`config.mk`:
```
export PLATFORM = sky130hd
export DESIGN_NAME = microprocessor_param
export DESIGN_NICKNAME = d
export VERILOG_FILES = /design/src/rtl/microprocessor_pkg.sv /design/src/rtl/btn_sync_edge.sv /design/src/rtl/microprocessor_param.sv
export SDC_FILE = /design/constraint.sdc
export NUM_CORES = 1
export LEC_CHECK = 0
export ABC_CLOCK_PERIOD_IN_PS = 2700
export BUFFER_PORTS_ARGS = -buffer_cell sky130_fd_sc_hd__buf_2
export CAP_MARGIN = 10
export CORE_MARGIN = 3
export CORE_UTILIZATION = 45
export DETAILED_ROUTE_END_ITERATION = 12
export GPL_TIMING_DRIVEN = 1
export PLACE_DENSITY = 0.71
export SYNTH_ARGS = -nofsm -noshare
export SYNTH_HDL_FRONTEND = slang
export SYNTH_SLANG_ARGS = --single-unit
```
`constraint.sdc`:
```
create_clock -name CLK100MHZ -period 2.7 [get_ports CLK100MHZ]
set_clock_uncertainty 0.15 [all_clocks]
set_input_delay 0.135 -clock CLK100MHZ [delete_from_list [all_inputs] [get_ports CLK100MHZ]]
set_output_delay 0.135 -clock CLK100MHZ [all_outputs]
set_load 0.01 [all_outputs]
```
`src/rtl/microprocessor_pkg.sv`:
```
// Shared opcode and FSM state encodings for the switch/button arithmetic processor.
// Latency: n/a (constants only). Backpressure: n/a.
package microprocessor_pkg;

    localparam logic [1:0] OP_ADD = 2'b00;
    localparam logic [1:0] OP_SUB = 2'b01;
    localparam logic [1:0] OP_MUL = 2'b10;
    localparam logic [1:0] OP_DIV = 2'b11;

    typedef enum logic [1:0] {
        ST_IDLE = 2'b00,
        ST_EXEC = 2'b01,
        ST_DONE = 2'b10
    } state_t;

endpackage

```
`src/rtl/btn_sync_edge.sv`:
```
// Button synchroniser + optional debouncer (DEBOUNCE_EN) + rising-edge detector -> one-cycle start pulse.
// Latency: start_vld 3 cycles after btn rises (plus DBNC_CYCLES with DEBOUNCE_EN).
// Backpressure: none; a held button yields exactly one pulse.
module btn_sync_edge #(
    parameter int DBNC_CYCLES = 1000000
) (
    input  logic core_clk,
    input  logic rst,
    input  logic btn,
    output logic start_vld
);

    logic sync0;
    logic sync1;
    logic lvl;
    logic lvl_d;

    always_ff @(posedge core_clk) begin
        if (rst) begin
            sync0 <= 1'b0;
            sync1 <= 1'b0;
        end else begin
            sync0 <= btn;
            sync1 <= sync0;
        end
    end

`ifdef DEBOUNCE_EN
    localparam int CW = $clog2(DBNC_CYCLES + 1);
    logic [CW-1:0] dbnc_cnt;
    logic          dbnc_lvl;

    // Counter measures how long sync1 has disagreed with the accepted level.
    always_ff @(posedge core_clk) begin
        if (rst) begin
            dbnc_cnt <= '0;
            dbnc_lvl <= 1'b0;
        end else if (sync1 == dbnc_lvl) begin
            dbnc_cnt <= '0;
        end else if (dbnc_cnt == CW'(DBNC_CYCLES - 1)) begin
            dbnc_cnt <= '0;
            dbnc_lvl <= sync1;
        end else begin
            dbnc_cnt <= dbnc_cnt + CW'(1);
        end
    end

    assign lvl = dbnc_lvl;
`else
    logic unused_dbnc;
    assign unused_dbnc = ^DBNC_CYCLES;
    assign lvl         = sync1;
`endif

    always_ff @(posedge core_clk) begin
        if (rst) begin
            lvl_d     <= 1'b0;
            start_vld <= 1'b0;
        end else begin
            lvl_d     <= lvl;
            start_vld <= lvl & ~lvl_d;
        end
    end

endmodule

```
`src/rtl/microprocessor_param.sv`:
```
// W-bit add/sub/mul/div processor: BTNU latches switches, 2W-bit result shown on LED (optional DEBOUNCE_EN).
// Latency: start pulse to DONE is 2 cycles for add/sub, W+1 for mul (shift-add) and div (restoring).
// Backpressure: start pulses arriving while BUSY are dropped, never queued.
module microprocessor_param
    import microprocessor_pkg::*;
#(
    parameter int W           = 4,
    parameter int DBNC_CYCLES = 1000000
) (
    input  logic           CLK100MHZ,
    input  logic           CPU_RESET,
    input  logic           BTNU,
    input  logic [W-1:0]   SW_A,
    input  logic [W-1:0]   SW_B,
    input  logic [1:0]     SW_OP,
    output logic [2*W-1:0] LED,
    output logic           BUSY,
    output logic           DONE,
    output logic           ERR
);

    localparam int CNT_W = $clog2(W);

    state_t           state;
    state_t           state_nxt;
    logic             start_vld;
    logic             accept;
    logic             last_step;
    logic [W-1:0]     a_q;
    logic [W-1:0]     b_q;
    logic [1:0]       op_q;
    logic [CNT_W-1:0] cnt;
    logic [2*W-1:0]   acc;
    logic [2*W-1:0]   acc_nxt;
    logic [2*W-1:0]   mcand;
    logic [W-1:0]     mplier;
    logic [W-1:0]     rem;
    logic [W-1:0]     rem_nxt;
    logic [W-1:0]     quo;
    logic [W-1:0]     quo_nxt;
    logic [W:0]       div_shift;
    logic [W+1:0]     div_diff;
    logic [W:0]       sum;
    logic [W:0]       diff;
    logic [2*W-1:0]   res;

    btn_sync_edge #(
        .DBNC_CYCLES(DBNC_CYCLES)
    ) u_btn (
        .core_clk (CLK100MHZ),
        .rst      (CPU_RESET),
        .btn      (BTNU),
        .start_vld(start_vld)
    );

    always_ff @(posedge CLK100MHZ) begin
        if (CPU_RESET) state <= ST_IDLE;
        else           state <= state_nxt;
    end

    always_comb begin
        state_nxt = state;
        accept    = 1'b0;
        last_step = 1'b0;
        BUSY      = (state != ST_IDLE);
        DONE      = (state == ST_DONE);
        case (state)
            ST_IDLE: begin
                if (start_vld) begin
                    accept    = 1'b1;
                    state_nxt = ST_EXEC;
                end
            end
            ST_EXEC: begin
                last_step = (op_q == OP_ADD) || (op_q == OP_SUB) || (cnt == CNT_W'(W - 1));
                if (last_step) state_nxt = ST_DONE;
            end
            ST_DONE: state_nxt = ST_IDLE;
            default: state_nxt = ST_IDLE;
        endcase
    end

    // One shift-add and one restoring-divide step per EXEC cycle; the result mux picks by opcode.
    always_comb begin
        acc_nxt   = acc + (mplier[0] ? mcand : '0);
        div_shift = {rem, quo[W-1]};
        div_diff  = {1'b0, div_shift} - {2'b00, b_q};
        rem_nxt   = div_diff[W+1] ? div_shift[W-1:0] : div_diff[W-1:0];
        quo_nxt   = {quo[W-2:0], ~div_diff[W+1]};
        sum       = {1'b0, a_q} + {1'b0, b_q};
        diff      = {1'b0, a_q} - {1'b0, b_q};
        case (op_q)
            OP_ADD:  res = {{(W-1){1'b0}}, sum};
            OP_SUB:  res = {{(W-1){diff[W]}}, diff};
            OP_MUL:  res = acc_nxt;
            default: res = {rem_nxt, quo_nxt};
        endcase
    end

    always_ff @(posedge CLK100MHZ) begin
        if (CPU_RESET) begin
            a_q    <= '0;
            b_q    <= '0;
            op_q   <= '0;
            cnt    <= '0;
            acc    <= '0;
            mcand  <= '0;
            mplier <= '0;
            rem    <= '0;
            quo    <= '0;
            LED    <= '0;
            ERR    <= 1'b0;
        end else if (accept) begin
            a_q    <= SW_A;
            b_q    <= SW_B;
            op_q   <= SW_OP;
            cnt    <= '0;
            acc    <= '0;
            mcand  <= {{W{1'b0}}, SW_A};
            mplier <= SW_B;
            rem    <= '0;
            quo    <= SW_A;
            ERR    <= 1'b0;
        end else if (state == ST_EXEC) begin
            cnt    <= cnt + CNT_W'(1);
            acc    <= acc_nxt;
            mcand  <= mcand << 1;
            mplier <= mplier >> 1;
            rem    <= rem_nxt;
            quo    <= quo_nxt;
            if (last_step) begin
                LED <= res;
                if (op_q == OP_DIV && b_q == '0) ERR <= 1'b1;
            end
        end
    end

endmodule
```
==> impl_metrics.toml <==
[run_status]
outcome = "completed"

[drt]
wl_per_cell_um = 15.6
wl_met2_um = 3420
routed_wl_um = 7430
dr.pass1.iters = 5
routed_via_density = 5.57
dr_wl_met3_um = 311
vias = 2655
route.antenna.remaining_nets = 0
topRoutingLayerUsed = "met4"
drtIter0Drc = 184
drt-met1-wl_um = 3500
drc_errors = 0

[clock_network]
clk_path_buf_depth = 2
clock_sinks = 55
cts_resized = 0
postCtsSetupRepairBufs = 0
clk_pin_slew_worst_paths_ns = 0.12
ctsHoldBuffers = 11
cts_root_buffer = "clkbuf_8"
numCtsBuffers = 5
insertion_delay_ns = 0.33
cts_tree = "yes"
cts_htree_levels = 2

[global_route]
grt_start_max_net_pins = 33
grt_first_pass_wirelength_um = 12300
antenna_found_initial = 0
grt_overflow = 0
grt_pass1_vias = 2514
grt_use_total = 0.206

[worst_setup_path]
r2r_cells = 8
end_kind = "flop"
r2r-end = "LED[6]$_SDFFE_PP0P_"
worst_path_max_delay_cell = "fa_1"
worst_ep_required_time_ns = 2.77
worstSetupPathType = "flop to flop"
slowest_delay_ns = 0.41
cp-start-kind = "flop"
reg2reg_slack_ns = 0.16
path_cells = "and2_1 > ha_1 > fa_1 > a21o_2 > a211oi_1 > o21bai_1 > xor2_1 > a211o_1"
cp_max_fo = 11
cp_data_arrival_time_ns = 2.60
rr_startpoint = "mplier[0]$_SDFFE_PP0P_"
crit_end = "LED[6]$_SDFFE_PP0P_"
critPathLaunch = "mplier[0]$_SDFFE_PP0P_"

[yosys]
syn_inst = 367
ys_warn_count = 0
synthArstFlopShare = 0
netlist_area_sq_um = 3020
synth_area_per_cell_sq_um = 8.22
synthFlopType = "dfxtp_1"
synth-edff-count = 0
ys_ff_latch = 55
yosysSeqAreaShare = 0.365
syn_nets = 404
ys_types = 54

[power_and_ir_drop]
ir_drop_mv = 0.234
pwr-share-clk = 0.342
power_frac_comb = 0.089
switching_share = 0.267
power_density_nw_per_um2 = 427
p_switching_uw = 391
p_leak_nw = 1.35
p_int_mw = 1.07
seq_power_share = 0.569

[timing]
finalSetupViolCount = 0
finalCritPeriodShare = 0.940
final_hold_viol_count = 0
rsz0062_at_grt = "no"
relSlewSlack = 0.543
hold_ws_ns = 0.0321
period_needed_ns = 2.54
tns_ns = 0
maxSlewViolCount = 0
max_slew.worst_pin.slew_ns = 0.683
maxClockFrequency_mhz = 394

[floorplanning]
pin_count = 24
dieHeight_um = 87.9
die_area_sq_um = 7720
core_sq_um = 6420
dieWidth_um = 87.9
start_util = 0.470
num_rows = 29

[hold_path]
hold_class = "input pin to flop"

[placed_design]
portBuffers = 23
gp_congestion = 0.932
dp_hpwl_um = 5470
placedInstanceArea_sq_um = 3220

[finish]
drive_above_1_share = 0.145
nNetsFinal = 436
final_common_cell = "nand2_1"
final_cell_mix = "76 x nand2_1, 55 x dfxtp_1, 45 x a21oi_1, 23 x buf_2, 21 x nor2_1"
final_core_util = 0.535
fill_cells = 587
final_cell_area_sq_um = 3430
area_growth_pct = 13.9
antenna_cells = 0

[run]
max_cap_viol_count = 0
[stage by stage]
step                setup WS, ns  instances  power (mW)
detailed placement         0.192        458       0.967
global placement           0.231        458       0.966
floorplan                  0.245        367       0.929
finish                     0.162        477        1.47
global route             0.00764        477        1.53
CTS                        0.166        477        1.47
[layout make-up]
cell class                      instances  area (sq um)  area share
Sequential cell                        55          1100       0.321
Clock buffer                            5          68.8      0.0200
Timing Repair Buffer                   43           293      0.0853
Clock inverter                          3          33.8     0.00984
Tap cell                               77          96.3      0.0281
Inverter                               12          45.0      0.0131
Multi-Input combinational cell        282          1800       0.523
[how the worst min path moves through the flow]
stage              start                endpoint  cells past startpoint
2_1_floorplan       BTNU  u_btn.sync0$_SDFF_PP0_                      1
3_3_place_gp        BTNU  u_btn.sync0$_SDFF_PP0_                      2
3_5_place_dp        BTNU  u_btn.sync0$_SDFF_PP0_                      2
4_1_cts        CPU_RESET  u_btn.sync0$_SDFF_PP0_                      2
5_1_grt        CPU_RESET  mplier[3]$_SDFFE_PP0P_                      2
6_report       CPU_RESET  mplier[3]$_SDFFE_PP0P_                      2
[registers in the layout, indices dropped and copies added, names as in the netlist, 4 cells and up]
signal  cells
mplier      4
rem         4
a_q         4
acc         8
LED         8
b_q         4
quo         4
mcand       8
[cell families (layout without fill, tap and decap cells)]
kind of cell | after synthesis | count (layout) | share of synthesized area
compound gates | 94 | 94 | 0.205
xor+xnor | 8 | 8 | 0.0232
fa+ha+maj | 24 | 24 | 0.110
buf+inv | 30 | 63 | 0.0403
flops | 55 | 55 | 0.365
mux | 6 | 6 | 0.0261
simple gates | 150 | 150 | 0.231
[power by group through the flow]
stage,Combinational (mW),Clock (mW),Sequential [mW]
floorplan,0.0792,0,0.850
global placement,0.114,0,0.852
detailed placement,0.115,0,0.852
CTS,0.128,0.512,0.834
global route,0.143,0.547,0.836
finish,0.130,0.501,0.834
[worst max-delay path, delay by kind of cell (launching register included)]
| kind | cells | cell delay, ns |
|---|---|---|
| and+or+nand+nor | 1 | 0.20 |
| adders and majority gates | 2 | 0.62 |
| xor gates and xnor gates | 1 | 0.16 |
| AOI/OAI and AO/OA | 4 | 0.90 |
| DFF | 1 | 0.40 |
[synth_stat cells (7+ instances only)]
cell	n	share of area
nand2_1	76	0.095
dfxtp_1	55	0.37
a21oi_1	45	0.075
nor2_1	21	0.026
ha_1	20	0.083
clkbuf_1	13	0.016
a31oi_1	12	0.025
inv_1	12	0.015
nor2b_1	10	0.021
o21ai_0	8	0.013
and2_1	7	0.015
nor3_1	7	0.012
[layer usage]
metal,global-route usage,vias up
met1,0.280,1216
met2,0.325,83
li1,-,1339
met4,0.0907,0
met5,0,-
met3,0.0282,17
No activity file was read; power rests on OpenSTA's default activity.
